**src/rtl/muldiv_ctrl_pkg.sv**
```systemverilog
// Shared MIPS encodings: ALU control, multiply/divide ops and the
// iterative multiply/divide FSM states.
package muldiv_ctrl_pkg;

    // Iterations of the shift-add / restoring-subtract loop (one per bit).
    localparam int MD_ITERS = 32;

    typedef enum logic [2:0] {
        ALU_AND = 3'b000,
        ALU_OR  = 3'b001,
        ALU_ADD = 3'b010,
        ALU_SUB = 3'b110,
        ALU_SLT = 3'b111
    } alu_ctrl_e;

    // Bit 1 selects divide, bit 0 selects unsigned.
    typedef enum logic [1:0] {
        MD_MULT  = 2'b00,
        MD_MULTU = 2'b01,
        MD_DIV   = 2'b10,
        MD_DIVU  = 2'b11
    } md_op_e;

    typedef enum logic [1:0] {
        MD_IDLE = 2'b00,
        MD_RUN  = 2'b01,
        MD_FIX  = 2'b10
    } md_state_e;

endpackage

```
**src/rtl/muldiv_step.sv**
```systemverilog
// One iteration of unsigned shift-add multiply or restoring divide.
// {hi,lo} is the working pair: product/multiplier or remainder/quotient.
module muldiv_step #(
    parameter int WIDTH = 32
) (
    input  logic             is_div,
    input  logic [WIDTH-1:0] hi,
    input  logic [WIDTH-1:0] lo,
    input  logic [WIDTH-1:0] b,
    output logic [WIDTH-1:0] hi_next,
    output logic [WIDTH-1:0] lo_next
);

    logic [WIDTH:0]   sum;
    logic [WIDTH:0]   rem_sh;
    logic [WIDTH+1:0] diff;

    // Add multiplicand when multiplier LSB set, or trial-subtract divisor and restore on borrow.
    always_comb begin
        sum     = {1'b0, hi} + (lo[0] ? {1'b0, b} : '0);
        rem_sh  = {hi, lo[WIDTH-1]};
        diff    = {1'b0, rem_sh} - {2'b00, b};
        hi_next = sum[WIDTH:1];
        lo_next = {sum[0], lo[WIDTH-1:1]};
        if (is_div) begin
            if (!diff[WIDTH+1]) begin
                hi_next = diff[WIDTH-1:0];
                lo_next = {lo[WIDTH-2:0], 1'b1};
            end else begin
                hi_next = rem_sh[WIDTH-1:0];
                lo_next = {lo[WIDTH-2:0], 1'b0};
            end
        end
    end

endmodule

```
**src/rtl/muldiv_ctrl.sv**
```systemverilog
// Iterative MIPS multiply/divide unit with HI/LO registers.
// Fixed latency: WIDTH RUN cycles plus one FIX cycle for sign correction.
module muldiv_ctrl
    import muldiv_ctrl_pkg::*;
#(
    parameter int WIDTH = MD_ITERS
) (
    input  logic             clk,
    input  logic             reset,
    input  logic             StartE,
    input  logic [1:0]       MdOpE,
    input  logic [WIDTH-1:0] SrcAE,
    input  logic [WIDTH-1:0] SrcBE,
    input  logic             MtHiE,
    input  logic             MtLoE,
    input  logic             HiLoUseD,
    output logic             BusyE,
    output logic             StallD,
    output logic [WIDTH-1:0] HiE,
    output logic [WIDTH-1:0] LoE
);

    localparam int CNT_W = $clog2(WIDTH) + 1;
    localparam logic [CNT_W-1:0] LAST = CNT_W'(WIDTH - 1);

    md_state_e state, state_next;
    logic [CNT_W-1:0] cnt;
    logic [WIDTH-1:0] hi, lo, wh, wl, b_reg, a_raw;
    logic             is_div, sign_a, sign_b, div0;
    logic [WIDTH-1:0] step_hi, step_lo;
    logic             a_neg, b_neg;
    logic [WIDTH-1:0] a_mag, b_mag;
    logic [2*WIDTH-1:0] prod_fix;
    logic [WIDTH-1:0] quo_fix, rem_fix;

    muldiv_step #(.WIDTH(WIDTH)) u_step (
        .is_div  (is_div),
        .hi      (wh),
        .lo      (wl),
        .b       (b_reg),
        .hi_next (step_hi),
        .lo_next (step_lo)
    );

    // Operand magnitudes at acceptance, and sign correction of the finished result.
    always_comb begin
        a_neg    = ~MdOpE[0] & SrcAE[WIDTH-1];
        b_neg    = ~MdOpE[0] & SrcBE[WIDTH-1];
        a_mag    = a_neg ? -SrcAE : SrcAE;
        b_mag    = b_neg ? -SrcBE : SrcBE;
        prod_fix = (sign_a ^ sign_b) ? -{wh, wl} : {wh, wl};
        quo_fix  = (sign_a ^ sign_b) ? -wl : wl;
        rem_fix  = sign_a ? -wh : wh;
    end

    // State register.
    always_ff @(posedge clk) begin
        if (reset) state <= MD_IDLE;
        else       state <= state_next;
    end

    // Next-state: accept in IDLE, count out WIDTH steps, one fixup cycle.
    always_comb begin
        state_next = state;
        case (state)
            MD_IDLE: if (StartE) state_next = MD_RUN;
            MD_RUN:  if (cnt == LAST) state_next = MD_FIX;
            MD_FIX:  state_next = MD_IDLE;
            default: state_next = MD_IDLE;
        endcase
    end

    // Datapath: operand latch, iteration, HI/LO writeback and moves.
    always_ff @(posedge clk) begin
        if (reset) begin
            cnt    <= '0;
            hi     <= '0;
            lo     <= '0;
            wh     <= '0;
            wl     <= '0;
            b_reg  <= '0;
            a_raw  <= '0;
            is_div <= 1'b0;
            sign_a <= 1'b0;
            sign_b <= 1'b0;
            div0   <= 1'b0;
        end else begin
            case (state)
                MD_IDLE: begin
                    if (StartE) begin
                        cnt    <= '0;
                        wh     <= '0;
                        wl     <= a_mag;
                        b_reg  <= b_mag;
                        a_raw  <= SrcAE;
                        is_div <= MdOpE[1];
                        sign_a <= a_neg;
                        sign_b <= b_neg;
                        div0   <= (SrcBE == '0);
                    end else begin
                        if (MtHiE) hi <= SrcAE;
                        if (MtLoE) lo <= SrcAE;
                    end
                end
                MD_RUN: begin
                    wh  <= step_hi;
                    wl  <= step_lo;
                    cnt <= cnt + 1'b1;
                end
                MD_FIX: begin
                    if (!is_div) begin
                        hi <= prod_fix[2*WIDTH-1:WIDTH];
                        lo <= prod_fix[WIDTH-1:0];
                    end else if (div0) begin
                        // Divide by zero reports the raw dividend and all-ones quotient.
                        hi <= a_raw;
                        lo <= '1;
                    end else begin
                        hi <= rem_fix;
                        lo <= quo_fix;
                    end
                end
                default: ;
            endcase
        end
    end

    assign BusyE  = (state == MD_RUN) || (state == MD_FIX);
    assign StallD = BusyE & HiLoUseD;
    assign HiE    = hi;
    assign LoE    = lo;

endmodule

```
**config.mk**
```make
export PLATFORM = sky130hd
export DESIGN_NAME = muldiv_ctrl
export DESIGN_NICKNAME = d
export VERILOG_FILES = /design/src/rtl/muldiv_ctrl_pkg.sv /design/src/rtl/muldiv_step.sv /design/src/rtl/muldiv_ctrl.sv
export SDC_FILE = /design/constraint.sdc
export NUM_CORES = 1
export LEC_CHECK = 0
export BUFFER_PORTS_ARGS = -buffer_cell sky130_fd_sc_hd__buf_4
export CAP_MARGIN = 30
export CELL_PAD_IN_SITES_DETAIL_PLACEMENT = 0
export CELL_PAD_IN_SITES_GLOBAL_PLACEMENT = 1
export CORE_MARGIN = 1
export CORE_UTILIZATION = 50
export CTS_BUF_LIST = sky130_fd_sc_hd__clkbuf_8
export DETAILED_ROUTE_END_ITERATION = 6
export GPL_ROUTABILITY_DRIVEN = 0
export PLACE_DENSITY = 0.89
export REMOVE_ABC_BUFFERS = 1
export SETUP_SLACK_MARGIN = 0.3
export SLEW_MARGIN = 10
export SYNTH_ARGS = -nofsm -noshare
export SYNTH_HDL_FRONTEND = slang
export SYNTH_SLANG_ARGS = --single-unit
```
**constraint.sdc**
```tcl
create_clock -name clk -period 5.1 [get_ports clk]
set_input_delay 0.51 -clock clk [delete_from_list [all_inputs] [get_ports clk]]
set_output_delay 0.51 -clock clk [all_outputs]
set_load 0.05 [all_outputs]
```
# Word-level counts from Yosys, hierarchy flattened
# Cells that the tools add are included.
# word_totals
regBits,204
latch_bits,0
ram_bits,0
romBits,0
input_bits,72
output_inout_bits,66
word_cells,72
memories,0
# op_classes
n_addsub,8
n_mul,0
n_div,0
order_cmp,0
eq_ne,8
n_shift,0
mux,29
n_bitwise,5
n_reduce_logical,10
# op_table
cell,count
2-to-1 mux 32 bit,18
one-hot mux 32 bit (2 select lines),4
negator 32 bit,4
2-to-1 mux 64 bit,1
negator 64 bit,1
subtractor 33 x 32 -> 34 bit,1
adder 32 x 33 -> 33 bit,1
zero test 32 bit,1
one-hot mux 6 bit (2 select lines),1
!= test 2 bit (second input constant),5
adder 6 x 1 -> 6 bit (second input constant),1
equality test 6 x 5 -> 1 bit (second input constant),1
2-to-1 mux 6 bit,1
AND reduction 2 bit,3
AND reduction 3 bit,2
2-to-1 mux 2 bit,2
one-hot mux 2 bit (2 select lines),1
nonzero test 2 bit,2
AND 1 bit,3
equality test 2 x 1 -> 1 bit (second input constant),1
equality test 2 bit (second input constant),1
zero test 2 bit,1
logical OR 1 bit,1
2-to-1 mux 1 bit,1
other kinds (2),2

# Longest topological paths before layout
# logic_depth
word_depth,5
ltp_mapped,15
mapped_depth_nobuf,13

# Cells and area by module
# A second synthesis with hierarchy kept.
# hier_totals
hier_cells,2325
hier_area_um2,16933.7
# modules_own_cells
mod,instances,cells_each,area_per_inst_um2,seq_area_each_um2
muldiv_ctrl,1,1663,12380.6,4083.9
muldiv_step,1,662,4553.1,0.0

# Worst setup path before layout
# No wires, ideal clock.
# synth_timing
path_type,register to register
from,register wl[0]
to,register wh[31]
setup_time_ns,0.130
arrival_ns,3.252
required_time_ns,4.970
setup_slack_ns,1.718
stages_incl_launch_ff,15
n_path_buf,3
period_less_slack_ns,3.382
path_cell_list,dfxtp_1 clkbuf_1 inv_1 clkbuf_1 nor2_1 ha_1 clkbuf_1 and2_1 a31o_2 o41a_1 a32o_1 a211oi_1 o21ai_0 a2111oi_0 o31ai_1
# synth_between
elab_chain_cells,4
# synth_rtl
item,line,text
start: declaration,muldiv_ctrl.sv:28,"logic [WIDTH-1:0] hi, lo, wh, wl, b_reg, a_raw;"
start signal: assignment,muldiv_ctrl.sv:93,wl <= a_mag;
start signal: assignment,muldiv_ctrl.sv:107,wl <= step_lo;
2-to-1 mux 32 bit,muldiv_step.sv:20,"sum = {1'b0, hi} + (lo[0] ? {1'b0, b} : '0);"
adder 32 x 33 -> 33 bit,muldiv_step.sv:20,
2-to-1 mux 32 bit,muldiv_step.sv:25,if (is_div) begin
one-hot mux 32 bit (2 select lines),muldiv_ctrl.sv:88,case (state)
end signal: assignment,muldiv_ctrl.sv:106,wh <= step_hi;
end: declaration,muldiv_ctrl.sv:28,
# No other way between the ends.
# A chain may end at the register's enable or synchronous reset.

# Final worst setup path
# layout_timing
from,register wl[0]
to,register wh[29]
# Same word-level chain as after synthesis.

==> results.toml <==
[final_layout]
multiInputGateArea_mm2 = 0.0112
area.growth.synth_to_final_pct = 11.3
drive_above_1_share_pct = 11.8
final_cell_count_no_fill = 2699
fill_cells = 3140
nets = 2389
seq_area_mm2 = 0.00409
num_antenna_cells = 0

[cts]
cts.repair.resized = 0
postCtsHoldBufs = 0
postCtsSetupRepairBufs = 0
cts.path.max_buffers = 3
cts_root_buf = "clkbuf_8"
cts_buffers = 39
clkTransAtPathRegs_ns = 0.06
cts_tree = "done"
htree_levels = 2
cts.sinks = 204
clk_latency_ns = 0.57

[timing]
grt_setup_unrepaired = "no"
setup_viol = 0
fin_crit_ns = 3.99
worst_pin_slew_ns = 1.02
clock_skew_ns = 0.0338
maxSlewHeadroom_pct = 31.8
fin_crit_sh_pct = 78.2
final_max_slew_viol_count = 0
fmax_ghz = 0.251
final_hold_viol_count = 0

[synthesis]
synth_top_family_by_area = "compound AO/OA/AOI/OAI gates"
synthMuxAreaShare_pct = 4.39
ys_seq_area_share_pct = 25.1
syn_area_mm2 = 0.0163
synth_compound_area_share_pct = 28.3
synth_cell_types = 86
synthAdderAreaFrac_pct = 5.79
synth_enable_flop_cells = 0
synth-simple-area-share_pct = 21.2
ys_seq_elements = 204
synth-xor-area-share_pct = 8.78
synthFlopType = "dfxtp_1"
synthCells = 2207
synth_area_per_cell_um2 = 7.37
synthArstFlopShare_pct = 0
synth-warning-count = 0

[global_routing]
globalRouteMet2Util_pct = 50.8
grt_pass1_vias = 15276
grt_max_degree = 123
grt_busiest_layer = "met2"
overflow = 0
grt_usage_pct = 31.2
grt_pass1_wl_um = 83900
use_met1_pct = 41.6
antenna_found_initial = 0
gr-usage-met3_pct = 4.13

[floorplan]
start_util_pct = 51.1
io_pins = 138
die_y_um = 182
rows = 65
dieArea_mm2 = 0.0332
core_area_mm2 = 0.0318
die_w_um = 182

[route]
drt-pass1-iter-count = 6
route.detailed.drc = 0
drtIter0Drc = 1697
avgViaCountPerCell = 6.21
num_vias = 16754
drt_wl_total_um = 53300
post_drt_wl_per_cell_um = 19.7
ant_nets = 0

[placed_design]
numPortBuffers = 137
placedCellCount = 2637
dp_hpwl_um = 38400

[pwr]
leakagePower_nw = 7.08
ir_drop_mv = 0.341
power.total_mw = 8.22
power_density_mw_per_mm2 = 454

[setup_path]
end_kind = "flip-flop"
startpoint_type = "flip-flop"
worstPathRequired_ns = 5.56
crit_type = "flip-flop to flip-flop"
arrival_ns = 4.44
crit_fanout = 11

[min_path]
holdCritPathClass = "primary input to flip-flop"

[flow_run]
cap_violations = 0

[status]
status = "finished, final reports clean"
==> cell families after synthesis <==
group | after synthesis
buffers and inverters | 240
multiplexers | 70
AO/OA/AOI/OAI | 719
AND/OR/NAND/NOR | 737
adder cells (fa/ha/maj) | 74
flip-flops | 204
XOR/XNOR | 163
==> through the flow <==
| step | utilization, % | setup TNS (ns) | setup slack (ns) | hold slack (ns) | area, um2 |
|---|---|---|---|---|---|
| floorplan | - | -0.726 | -0.165 | 0.426 | 15500 |
| global route | 56.9 | 0 | 0.861 | 0.217 | 18100 |
| CTS | 56.9 | 0 | 1.21 | 0.208 | 18100 |
| global placement | 54.5 | 0 | 1.28 | 0.440 | 17300 |
| detailed placement | 54.7 | 0 | 1.24 | 0.445 | 17400 |
| finish | 56.9 | 0 | 1.11 | 0.220 | 18100 |
==> power breakdown <==
part           internal (mW)  switching, mW  total, mW  leakage (nW)
Clock                  0.807          0.755       1.56         0.407
Sequential              1.96          0.408       2.37          1.67
Combinational           1.44           2.84       4.29          5.00
Total                   4.21           4.01       8.22          7.08
==> cells in the final DEF, fill, tap and decap left out, types with 60 or more instances in the layout <==
| master | netlist | layout |
|---|---|---|
| xnor2_1 | 93 | 92 |
| inv_1 | 65 | 77 |
| o21ai_0 | 132 | 131 |
| a21oi_1 | 251 | 249 |
| nor2_1 | 213 | 211 |
| xor2_1 | 70 | 69 |
| dfxtp_1 | 204 | 203 |
| mux2i_1 | 60 | 60 |
| buf_4 | 2 | 163 |
| nand2_1 | 294 | 294 |
| ha_1 | 72 | 70 |
==> layer usage <==
metal,vias up,share of wire [%],wire length [um]
met5,-,0,0
met4,0,3.8,2010
met3,134,7.5,4000
met2,773,46,24300
met1,7809,43,22900
li1,8038,-,-
==> layout make-up <==
type / instances / share of cell area [%]
Timing Repair Buffer: 168 / 7.28
Tap cell: 435 / 3.01
Clock buffer: 42 / 3.20
Clock inverter: 20 / 0.705
Sequential cell: 204 / 22.6
Inverter: 67 / 1.39
Multi-Input combinational cell: 1763 / 61.8
==> synth_stat cells, drive strengths merged (23+ instances only) <==
master / n / area (um2)
xor2: 70 / 613
a21o: 24 / 180
nand2: 294 / 1100
o221ai: 46 / 403
a21oi: 251 / 1260
o21ai: 133 / 666
xnor2: 93 / 815
a211oi: 53 / 398
nand3: 23 / 115
or3: 24 / 153
o211ai: 47 / 358
nor2: 214 / 806
nand2b: 29 / 181
ha: 72 / 901
clkbuf: 132 / 514
o31ai: 27 / 203
nor3: 32 / 170
dfxtp: 204 / 4080
inv: 66 / 248
buf: 36 / 219
mux2i: 60 / 601
==> worst paths after layout <==
path,start,endpoint,slack (ns),depth (start not counted)
worst min-delay path,MdOpE[1],is_div$_SDFFE_PP0P_,0.22,3
worst max register to register,wl[0]$_SDFFE_PP0P_,wh[29]$_SDFFE_PP0P_,1.11,13
worst min register to register,LoE[19]$_SDFFE_PP0P_,LoE[19]$_SDFFE_PP0P_,0.45,2
worst max-delay path,wl[0]$_SDFFE_PP0P_,wh[29]$_SDFFE_PP0P_,1.11,13
==> worst max-delay path: stages (launching register included) <==
cell and delay (ns):
dfxtp_1 0.57, and2_1 0.19, ha_1 0.20, inv_1 0.07, fa_1 0.38, nand2b_1 0.19, a21oi_1 0.34, o41ai_1 0.21
o41ai_1 0.68, a211oi_1 0.25, o21ai_0 0.32, xor2_1 0.18, mux2i_1 0.09, o31ai_1 0.22
No activity file was read; power rests on OpenSTA's default activity.
